**src/rtl/adxl345_pkg.sv**
```systemverilog
// rtl/adxl345_pkg.sv - shared states, defaults and slot counts for the ADXL345 I2C master
package adxl345_pkg;

    typedef enum logic [3:0] {
        IDLE, START, ADDR_W, ACK_A, REG, ACK_R, WDATA, ACK_D,
        RSTART, ADDR_R, ACK_AR, RDATA, MNACK, STOP
    } state_t;

    localparam logic [6:0] DEV_ADDR_DEFAULT = 7'h53;
    localparam int WR_SLOTS = 29;
    localparam int RD_SLOTS = 39;

    // Acknowledge slot that follows each master-transmitted byte
    function automatic state_t ack_state(input state_t s);
        case (s)
            ADDR_W:  return ACK_A;
            REG:     return ACK_R;
            WDATA:   return ACK_D;
            default: return ACK_AR;
        endcase
    endfunction

endpackage

```
**src/rtl/adxl345_i2c_tick.sv**
```systemverilog
// rtl/adxl345_i2c_tick.sv - quarter-bit timebase; ADXL345_I2C_STRETCH_EN adds SCL clock stretching
module adxl345_i2c_tick #(
    parameter int CLK_DIV = 125
) (
    input  logic       clk,
    input  logic       reset,
    input  logic       en,
    input  logic       scl_in,
    output logic       qtick,
    output logic [1:0] quarter
);

    localparam logic [9:0] DIV_LAST = 10'(CLK_DIV - 1);

    logic [9:0] div;
    logic       hold;

`ifdef ADXL345_I2C_STRETCH_EN
    // qtick marks the cycle before SCL is actually released, so it is excluded
    assign hold = (quarter == 2'd2) && !qtick && !scl_in;
`else
    logic unused_scl_in;
    assign unused_scl_in = scl_in;
    assign hold = 1'b0;
`endif

    always_ff @(posedge clk) begin
        if (reset || !en) begin
            div     <= '0;
            quarter <= 2'd0;
            qtick   <= 1'b0;
        end else begin
            qtick <= 1'b0;
            if (!hold) begin
                if (div == DIV_LAST) begin
                    div     <= '0;
                    quarter <= quarter + 2'd1;
                    qtick   <= 1'b1;
                end else begin
                    div <= div + 10'd1;
                end
            end
        end
    end

endmodule

```
**src/rtl/adxl345_i2c_master.sv**
```systemverilog
// rtl/adxl345_i2c_master.sv - one-byte ADXL345 register read/write I2C master (ADXL345_I2C_STRETCH_EN enables stretching)
module adxl345_i2c_master
    import adxl345_pkg::*;
#(
    parameter int         CLK_DIV  = 125,
    parameter logic [6:0] DEV_ADDR = DEV_ADDR_DEFAULT
) (
    input  logic       clk,
    input  logic       reset,
    input  logic       start,
    input  logic       rw,
    input  logic [7:0] reg_addr,
    input  logic [7:0] wr_data,
    output logic [7:0] rd_data,
    output logic       busy,
    output logic       done,
    output logic       ack_error,
    output logic       scl_oe,
    input  logic       scl_in,
    output logic       sda_oe,
    input  logic       sda_in
);

    state_t     state;
    logic [7:0] shreg;
    logic [2:0] bitcnt;
    logic       rw_q;
    logic [7:0] reg_q;
    logic [7:0] wd_q;
    logic       qtick;
    logic [1:0] quarter;
    logic       is_ack;

    assign is_ack = (state == ACK_A) || (state == ACK_R) || (state == ACK_D) || (state == ACK_AR);

    adxl345_i2c_tick #(.CLK_DIV(CLK_DIV)) u_tick (
        .clk     (clk),
        .reset   (reset),
        .en      (state != IDLE),
        .scl_in  (scl_in),
        .qtick   (qtick),
        .quarter (quarter)
    );

    // Outputs are updated on the cycle after each quarter wrap; quarter 0 means a slot just ended
    always_ff @(posedge clk) begin
        if (reset) begin
            state     <= IDLE;
            scl_oe    <= 1'b0;
            sda_oe    <= 1'b0;
            busy      <= 1'b0;
            done      <= 1'b0;
            ack_error <= 1'b0;
            rd_data   <= 8'h00;
            shreg     <= 8'h00;
            bitcnt    <= 3'd0;
            rw_q      <= 1'b0;
            reg_q     <= 8'h00;
            wd_q      <= 8'h00;
        end else begin
            done <= 1'b0;
            if (state == IDLE) begin
                if (start) begin
                    state     <= START;
                    busy      <= 1'b1;
                    ack_error <= 1'b0;
                    rw_q      <= rw;
                    reg_q     <= reg_addr;
                    wd_q      <= wr_data;
                    bitcnt    <= 3'd0;
                    scl_oe    <= 1'b0;
                    sda_oe    <= 1'b0;
                end
            end else if (qtick) begin
                case (quarter)
                    2'd0: begin
                        scl_oe <= 1'b1;
                        bitcnt <= 3'd0;
                        case (state)
                            START: begin
                                state  <= ADDR_W;
                                shreg  <= {DEV_ADDR, 1'b0};
                                sda_oe <= ~DEV_ADDR[6];
                            end
                            ADDR_W, REG, WDATA, ADDR_R: begin
                                if (bitcnt == 3'd7) begin
                                    state  <= ack_state(state);
                                    sda_oe <= 1'b0;
                                end else begin
                                    bitcnt <= bitcnt + 3'd1;
                                    shreg  <= {shreg[6:0], 1'b0};
                                    sda_oe <= ~shreg[6];
                                end
                            end
                            ACK_A, ACK_R, ACK_D, ACK_AR: begin
                                if (ack_error || state == ACK_D) begin
                                    state  <= STOP;
                                    sda_oe <= 1'b1;
                                end else if (state == ACK_A) begin
                                    state  <= REG;
                                    shreg  <= reg_q;
                                    sda_oe <= ~reg_q[7];
                                end else if (state == ACK_R && rw_q) begin
                                    state  <= RSTART;
                                    sda_oe <= 1'b0;
                                end else if (state == ACK_R) begin
                                    state  <= WDATA;
                                    shreg  <= wd_q;
                                    sda_oe <= ~wd_q[7];
                                end else begin
                                    state  <= RDATA;
                                    sda_oe <= 1'b0;
                                end
                            end
                            RSTART: begin
                                state  <= ADDR_R;
                                shreg  <= {DEV_ADDR, 1'b1};
                                sda_oe <= ~DEV_ADDR[6];
                            end
                            RDATA: begin
                                sda_oe <= 1'b0;
                                if (bitcnt == 3'd7) begin
                                    state   <= MNACK;
                                    rd_data <= shreg;
                                end else begin
                                    bitcnt <= bitcnt + 3'd1;
                                end
                            end
                            MNACK: begin
                                state  <= STOP;
                                sda_oe <= 1'b1;
                            end
                            default: begin
                                state  <= IDLE;
                                busy   <= 1'b0;
                                done   <= (state == STOP);
                                scl_oe <= 1'b0;
                                sda_oe <= 1'b0;
                            end
                        endcase
                    end
                    2'd1: begin
                        // Repeated start needs SCL high before SDA falls in quarter 2
                        if (state == RSTART) scl_oe <= 1'b0;
                    end
                    2'd2: begin
                        scl_oe <= 1'b0;
                        if (state == START || state == RSTART) sda_oe <= 1'b1;
                    end
                    default: begin
                        if (state == STOP) sda_oe <= 1'b0;
                        if (is_ack && sda_in) ack_error <= 1'b1;
                        if (state == RDATA) shreg <= {shreg[6:0], sda_in};
                    end
                endcase
            end
        end
    end

endmodule

```
**config.mk**
```make
export PLATFORM = sky130hd
export DESIGN_NAME = adxl345_i2c_master
export DESIGN_NICKNAME = d
export VERILOG_FILES = /design/src/rtl/adxl345_pkg.sv /design/src/rtl/adxl345_i2c_tick.sv /design/src/rtl/adxl345_i2c_master.sv
export SDC_FILE = /design/constraint.sdc
export NUM_CORES = 1
export LEC_CHECK = 0
export CORE_MARGIN = 2
export CORE_UTILIZATION = 33
export DETAILED_ROUTE_END_ITERATION = 6
export DONT_BUFFER_PORTS = 1
export PLACE_DENSITY_LB_ADDON = 0.05
export SLEW_MARGIN = 20
export SYNTH_ARGS = -nofsm -noshare
export SYNTH_HDL_FRONTEND = slang
export SYNTH_SLANG_ARGS = --single-unit
```
**constraint.sdc**
```tcl
create_clock -name clk -period 2 [get_ports clk]
set_clock_uncertainty 0.05 [all_clocks]
set_input_delay 0.1 -clock clk [delete_from_list [all_inputs] [get_ports clk]]
set_output_delay 0.1 -clock clk [all_outputs]
set_load 0.02 [all_outputs]
```
After elaboration in Yosys (flattened, before gate mapping) --
Index checks and enable logic that the tools add are counted.
Operators by class: add/subtract/negate cells 3, multipliers 0, divide/modulo/power cells 0, order comparisons 0, eq/ne operators 30, shift-type cells 0, multiplexer cells 53, bitwise logic cells 7, reduce and logical (&&, ||, !) cells 35
Operators by type and width (count):
- 8-bit two-way mux | 6
- 4-bit two-way mux | 10
- 8-bit one-hot mux with 4 select lines | 1
- 4-bit equality test, second input constant | 6
- 1-bit two-way mux | 24
- 4-bit one-hot mux with 6 select lines | 1
- 3-bit two-way mux | 6
- 3-bit != test, second input constant | 6
- 4-bit by 3-bit equality test with 1-bit output, second input constant | 4
- 8-bit one-hot mux with 2 select lines | 1
- 16-bit OR reduction | 1
- 5-bit AND reduction | 3
- 4-bit one-hot mux with 3 select lines | 1
- 4-bit AND reduction | 3
- 4-bit nonzero test | 3
- 12-bit OR reduction | 1
- 10-bit by 1-bit adder with 10-bit output, second input constant | 1
- 10-bit by 7-bit equality test with 1-bit output, second input constant | 1
- 1-bit one-hot mux with 3 select lines | 3
- 9-bit AND reduction | 1
- 4-bit by 2-bit equality test with 1-bit output, second input constant | 2
- 4-bit != test, second input constant | 2
- 2-bit nonzero test | 4
- 4-bit OR reduction | 2
- other kinds (20) | 35
Storage, ports and cells: bits in registers 58, latch bits 0, memory bits (writable) 0, bits in read-only memories 0, bits of input ports 22, output and inout bits 13, logic and storage cells 143, memories kept 0

Depth between registers and ports, before layout --
word-level depth 9, gate-level depth with buffers 10, gate-level depth less buffers 7

By module --
Synthesis repeated with hierarchy kept, for this count alone.
Unflattened totals: cell total of the unflattened synthesis 365, area total of the unflattened synthesis 3099.2 µm²
By module, submodules not included:
- adxl345_i2c_master | times used 1, cells each 301, area an instance 2511.2 µm², sequential area each 900.9 µm²
- adxl345_i2c_tick | times used 1, cells each 64, area an instance 588.1 µm², sequential area each 260.2 µm²

Least setup slack after synthesis --
Ideal clock, no wire load.
kind reg2reg, start reg u_tick.quarter[0], end reg sda_oe, library setup time 117 ps, data arrival time 1722 ps, data required time 1833 ps, slack 111 ps, cell stages (with the launch flop) 8, path buffers 0, period minus slack after synthesis 1889 ps, path through dfxtp_1 -> inv_1 -> ha_1 -> nor2b_1 -> o2bb2ai_1 -> a221oi_1 -> or4_1 -> a32o_1
Between the ends: longest elaborated chain between the ends 4, elaborated cells between the ends (all ways) 10, classes of those cells 4 x eq/ne; 3 x mux; 3 x reduce/logical
RTL lines:
- start: declaration | RTL line adxl345_i2c_tick.sv:10 | output logic [1:0] quarter
- start signal: assignment | RTL line adxl345_i2c_tick.sv:37 | quarter <= quarter + 2'd1;
- 2-bit equality test, or another cell as far along | RTL line adxl345_i2c_master.sv:75 | case (quarter)
- 1-bit one-hot mux with 3 select lines | RTL line adxl345_i2c_master.sv:75
- 1-bit two-way mux | RTL line adxl345_i2c_master.sv:74 | end else if (qtick) begin
- 1-bit two-way mux | RTL line adxl345_i2c_master.sv:62 | if (state == IDLE) begin
- end signal: assignment | RTL line adxl345_i2c_master.sv:83 | sda_oe <= ~DEV_ADDR[6];
- end signal: assignment | RTL line adxl345_i2c_master.sv:92 | sda_oe <= ~shreg[6];
- end signal: assignment | RTL line adxl345_i2c_master.sv:102 | sda_oe <= ~reg_q[7];
- end: declaration | RTL line adxl345_i2c_master.sv:20 | output logic sda_oe,
Several ways; a longest one is shown, not always the timed one. The select of a mux whose other input is x is not followed. A chain may end at the register's enable or synchronous reset.

Worst setup path after layout --
start reg state[3], end reg state[2]
Between the ends: longest elaborated chain between the ends 9, elaborated cells between the ends (all ways) 33, classes of those cells 15 x eq/ne; 10 x mux; 8 x reduce/logical
RTL lines:
- start: declaration | RTL line adxl345_i2c_master.sv:24 | state_t state;
- start signal: assignment | RTL line adxl345_i2c_master.sv:87 | state <= ack_state(state);
- 4-bit by 3-bit equality test with 1-bit output | RTL line adxl345_i2c_master.sv:79, adxl345_i2c_master.sv:103, adxl345_i2c_master.sv:106
- 4-bit two-way mux or 1-bit logical AND (tied branches) | RTL line adxl345_i2c_master.sv:106, adxl345_i2c_master.sv:103
- 4-bit two-way mux | RTL line adxl345_i2c_master.sv:103 | end else if (state == ACK_R && rw_q) begin
- 4-bit two-way mux | RTL line adxl345_i2c_master.sv:99 | end else if (state == ACK_A) begin
- 4-bit two-way mux | RTL line adxl345_i2c_master.sv:96 | if (ack_error || state == ACK_D) begin
- 4-bit one-hot mux with 6 select lines | RTL line adxl345_i2c_master.sv:79 | case (state)
- 4-bit two-way mux | RTL line adxl345_i2c_master.sv:75
- 4-bit two-way mux | RTL line adxl345_i2c_master.sv:74
- 4-bit two-way mux | RTL line adxl345_i2c_master.sv:62
Several ways; a longest one is shown, not always the timed one. The select of a mux whose other input is x is not followed.

==> flow_metrics.py <==
metrics = {
    "outcome": {
        "status": "completed",
    },
    "global_route": {
        "track_usage": 0.1685,
        "grt_pass1_wl_mm": 13.32,
        "grt_overflow": 0,
        "antenna_found_initial": 0,
        "grt_max_degree": 47,
        "grt_pass1_vias": 2638,
    },
    "routing": {
        "drtIter0Drc": 125,
        "drc": 0,
        "wirelength_mm": 7.957,
        "wire_per_inst_um": 14.87,
        "routed_via_density": 5.114,
        "first_pass_iters": 4,
        "ant_nets": 0,
        "num_vias": 2736,
    },
    "power": {
        "vdd_drop_max_v": 0.0002639,
        "total_power_mw": 2.474,
        "internal-power_mw": 1.844,
        "p_switching_mw": 0.6296,
        "cellLeakagePower_nw": 1.468,
        "p_clk_frac": 0.427,
        "switching_share": 0.2545,
        "pwr-share-seq": 0.492,
        "pwr-share-comb": 0.081,
        "powerDensity_mw_per_mm2": 644.7,
    },
    "timing": {
        "final-hold-violation-count": 0,
        "drv_slew": 0,
        "tns_ns": 0,
        "period_share": 0.9515,
        "finalSetupViolCount": 0,
        "period_needed_ns": 1.903,
        "rsz0062_at_grt": "no",
        "max_freq_mhz": 525.5,
        "worst_pin_slew_ns": 0.3418,
        "slew_headroom": 0.7702,
        "timing.hold.ws_ns": 0.02182,
    },
    "floorplanning": {
        "die_x_um": 101.2,
        "coreArea_sq_mm": 0.009196,
        "die_h_um": 101.2,
        "ios": 35,
        "rows": 35,
        "start_util": 0.3389,
        "die_area_sq_mm": 0.01024,
    },
    "synthesis": {
        "ys_warn_count": 0,
        "syn-cell-area_sq_mm": 0.003117,
        "synth-seq-cells": 58,
        "seq_area_frac_synth": 0.3725,
        "synthArstFlopShare": 0,
        "synth_edf_count": 0,
        "syn-num-nets": 411,
        "yosysTopAreaCell": "dfxtp_1",
        "synth.distinct_cells": 61,
        "ys.flop_type": "dfxtp_1",
        "avgSynthCellArea_sq_um": 8.180,
        "synth_top_area_frac": 0.3725,
        "netlist_top_cells_area": "dfxtp_1 (37%), nand2_1 (7.7%), a21oi_1 (6.3%)",
        "synthCells": 381,
    },
    "placed_design": {
        "dpl_cell_area_sq_mm": 0.003437,
        "post-dp-hpwl_mm": 5.783,
        "place_congestion": 0.7866,
        "port_buffers": 0,
    },
    "final_layout": {
        "layout_common_cells": "nand2_1 (64), dfxtp_1 (56), nor2_1 (41)",
        "final_cell_area_sq_mm": 0.003837,
        "nets": 450,
        "drive_gt1_frac": 0.1863,
        "final_common_cell": "nand2_1",
        "postLayoutCoreUtil": 0.4173,
        "area_growth_pct": 23.12,
        "antenna_cells": 0,
    },
    "setup_path": {
        "worst_setup_path_start_kind": "flop",
        "worstPathMaxFanout": 8,
        "r2r-start": "state[3]",
        "cp-startpoint": "state[3]",
        "critical_path_arrival_ns": 2.14,
        "worst-setup-path-type": "flop to flop",
        "crit_required_ns": 2.24,
        "endpoint_kind": "flop",
    },
    "cts": {
        "cts_tree": "built",
        "post-cts-setup-buffers": 0,
        "cts_buffer_depth": 2,
        "clkTransAtPathRegs_ns": 0.07,
        "cts_buffers": 9,
        "cts_sinks": 58,
        "clk_latency_ns": 0.35,
        "htreeDepth": 3,
        "root_buffer": "clkbuf_8",
    },
    "worst_hold_path": {
        "hp-class": "primary input to flop",
        "hold_start": "reset",
    },
    "flow_run": {
        "max_cap_violations": 0,
    },
}
[metrics by stage]
step	worst slack, ns	instances
2_1_floorplan	0.1105	381
3_3_place_gp	0.08879	501
3_5_place_dp	0.07044	501
4_1_cts	0.05344	535
5_1_grt	0.008883	535
6_report	0.09700	535
[worst max-delay path, cell delays in order, from the launching register on]
cell and delay (ns):
dfxtp_1 0.34, buf_12 0.14, o41a_2 0.49, nand2_1 0.15, buf_4 0.14, nand2_1 0.10
a21oi_2 0.24, a2bb2o_2 0.19
[registers in the layout (all words and copies together), names as in the netlist]
register,count
ack_error,1
bitcnt,3
busy,1
done,1
rd_data,8
reg_q,8
rw_q,1
scl_oe,1
sda_oe,1
shreg,8
state,4
u_tick.div,10
u_tick.qtick,1
u_tick.quarter,2
wd_q,8
[repair_timing]
action | CTS | global route
resized for setup | 0 | 7
endpoints found under the hold margin | 48 | 0
hold buffers | 19 | 0
setup endpoints to repair | 0 | 13
[final timing paths]
path / slack, ns / cells after the start / to
max: 0.1 / 7 / state[2]
min: 0.02 / 2 / bitcnt[2]
max reg2reg: 0.1 / 7 / state[2]
min reg2reg: 0.41 / 2 / reg_q[6]
[kinds of logic after synthesis]
family / synth area share
and+or+nand+nor: 0.2381
adders and majority gates: 0.03212
xor gates and xnor gates: 0.02810
AOI/OAI and AO/OA: 0.2280
buffers and inverters: 0.05941
muxes: 0.04175
DFF: 0.3725
[routing by layer]
metal  vias up  part of all wire  GRT usage
li1       1422                 -          -
met1      1249              0.53     0.2447
met2        54              0.41     0.2445
met3        11             0.035    0.03175
met4         0             0.017    0.06861
met5         -                 0          0
[power groups by stage]
stage | combinational [mW] | clock (mW) | sequential [mW]
2_1_floorplan | 0.119 | 0 | 1.23
3_3_place_gp | 0.152 | 0 | 1.24
3_5_place_dp | 0.152 | 0 | 1.24
4_1_cts | 0.202 | 1.09 | 1.22
5_1_grt | 0.224 | 1.15 | 1.22
6_report | 0.201 | 1.06 | 1.22
[layout make-up]
class                   instances  area [sq um]
fillers                       970          5359
multi-input cells             287          1784
flip-flops and latches         58          1164
repair buffers                 55         533.0
well taps                     111         138.9
clock buffers                  10         127.6
clock inverters                 5         56.30
inverters                       9         33.78
[synth_stat cells, drive strengths merged (3+ instances only)]
cell type / instances
a211oi: 4
a21oi: 40
a22oi: 8
a311oi: 6
a32oi: 4
and2: 3
buf: 16
clkbuf: 11
dfxtp: 58
ha: 8
inv: 9
mux2i: 13
nand2: 64
nand2b: 7
nand3: 5
nor2: 42
nor2b: 6
nor3: 9
o21ai: 15
o22a: 4
o2bb2ai: 3
or2: 5
xnor2: 4
xor2: 6
Power figures use the tool's default switching activity.
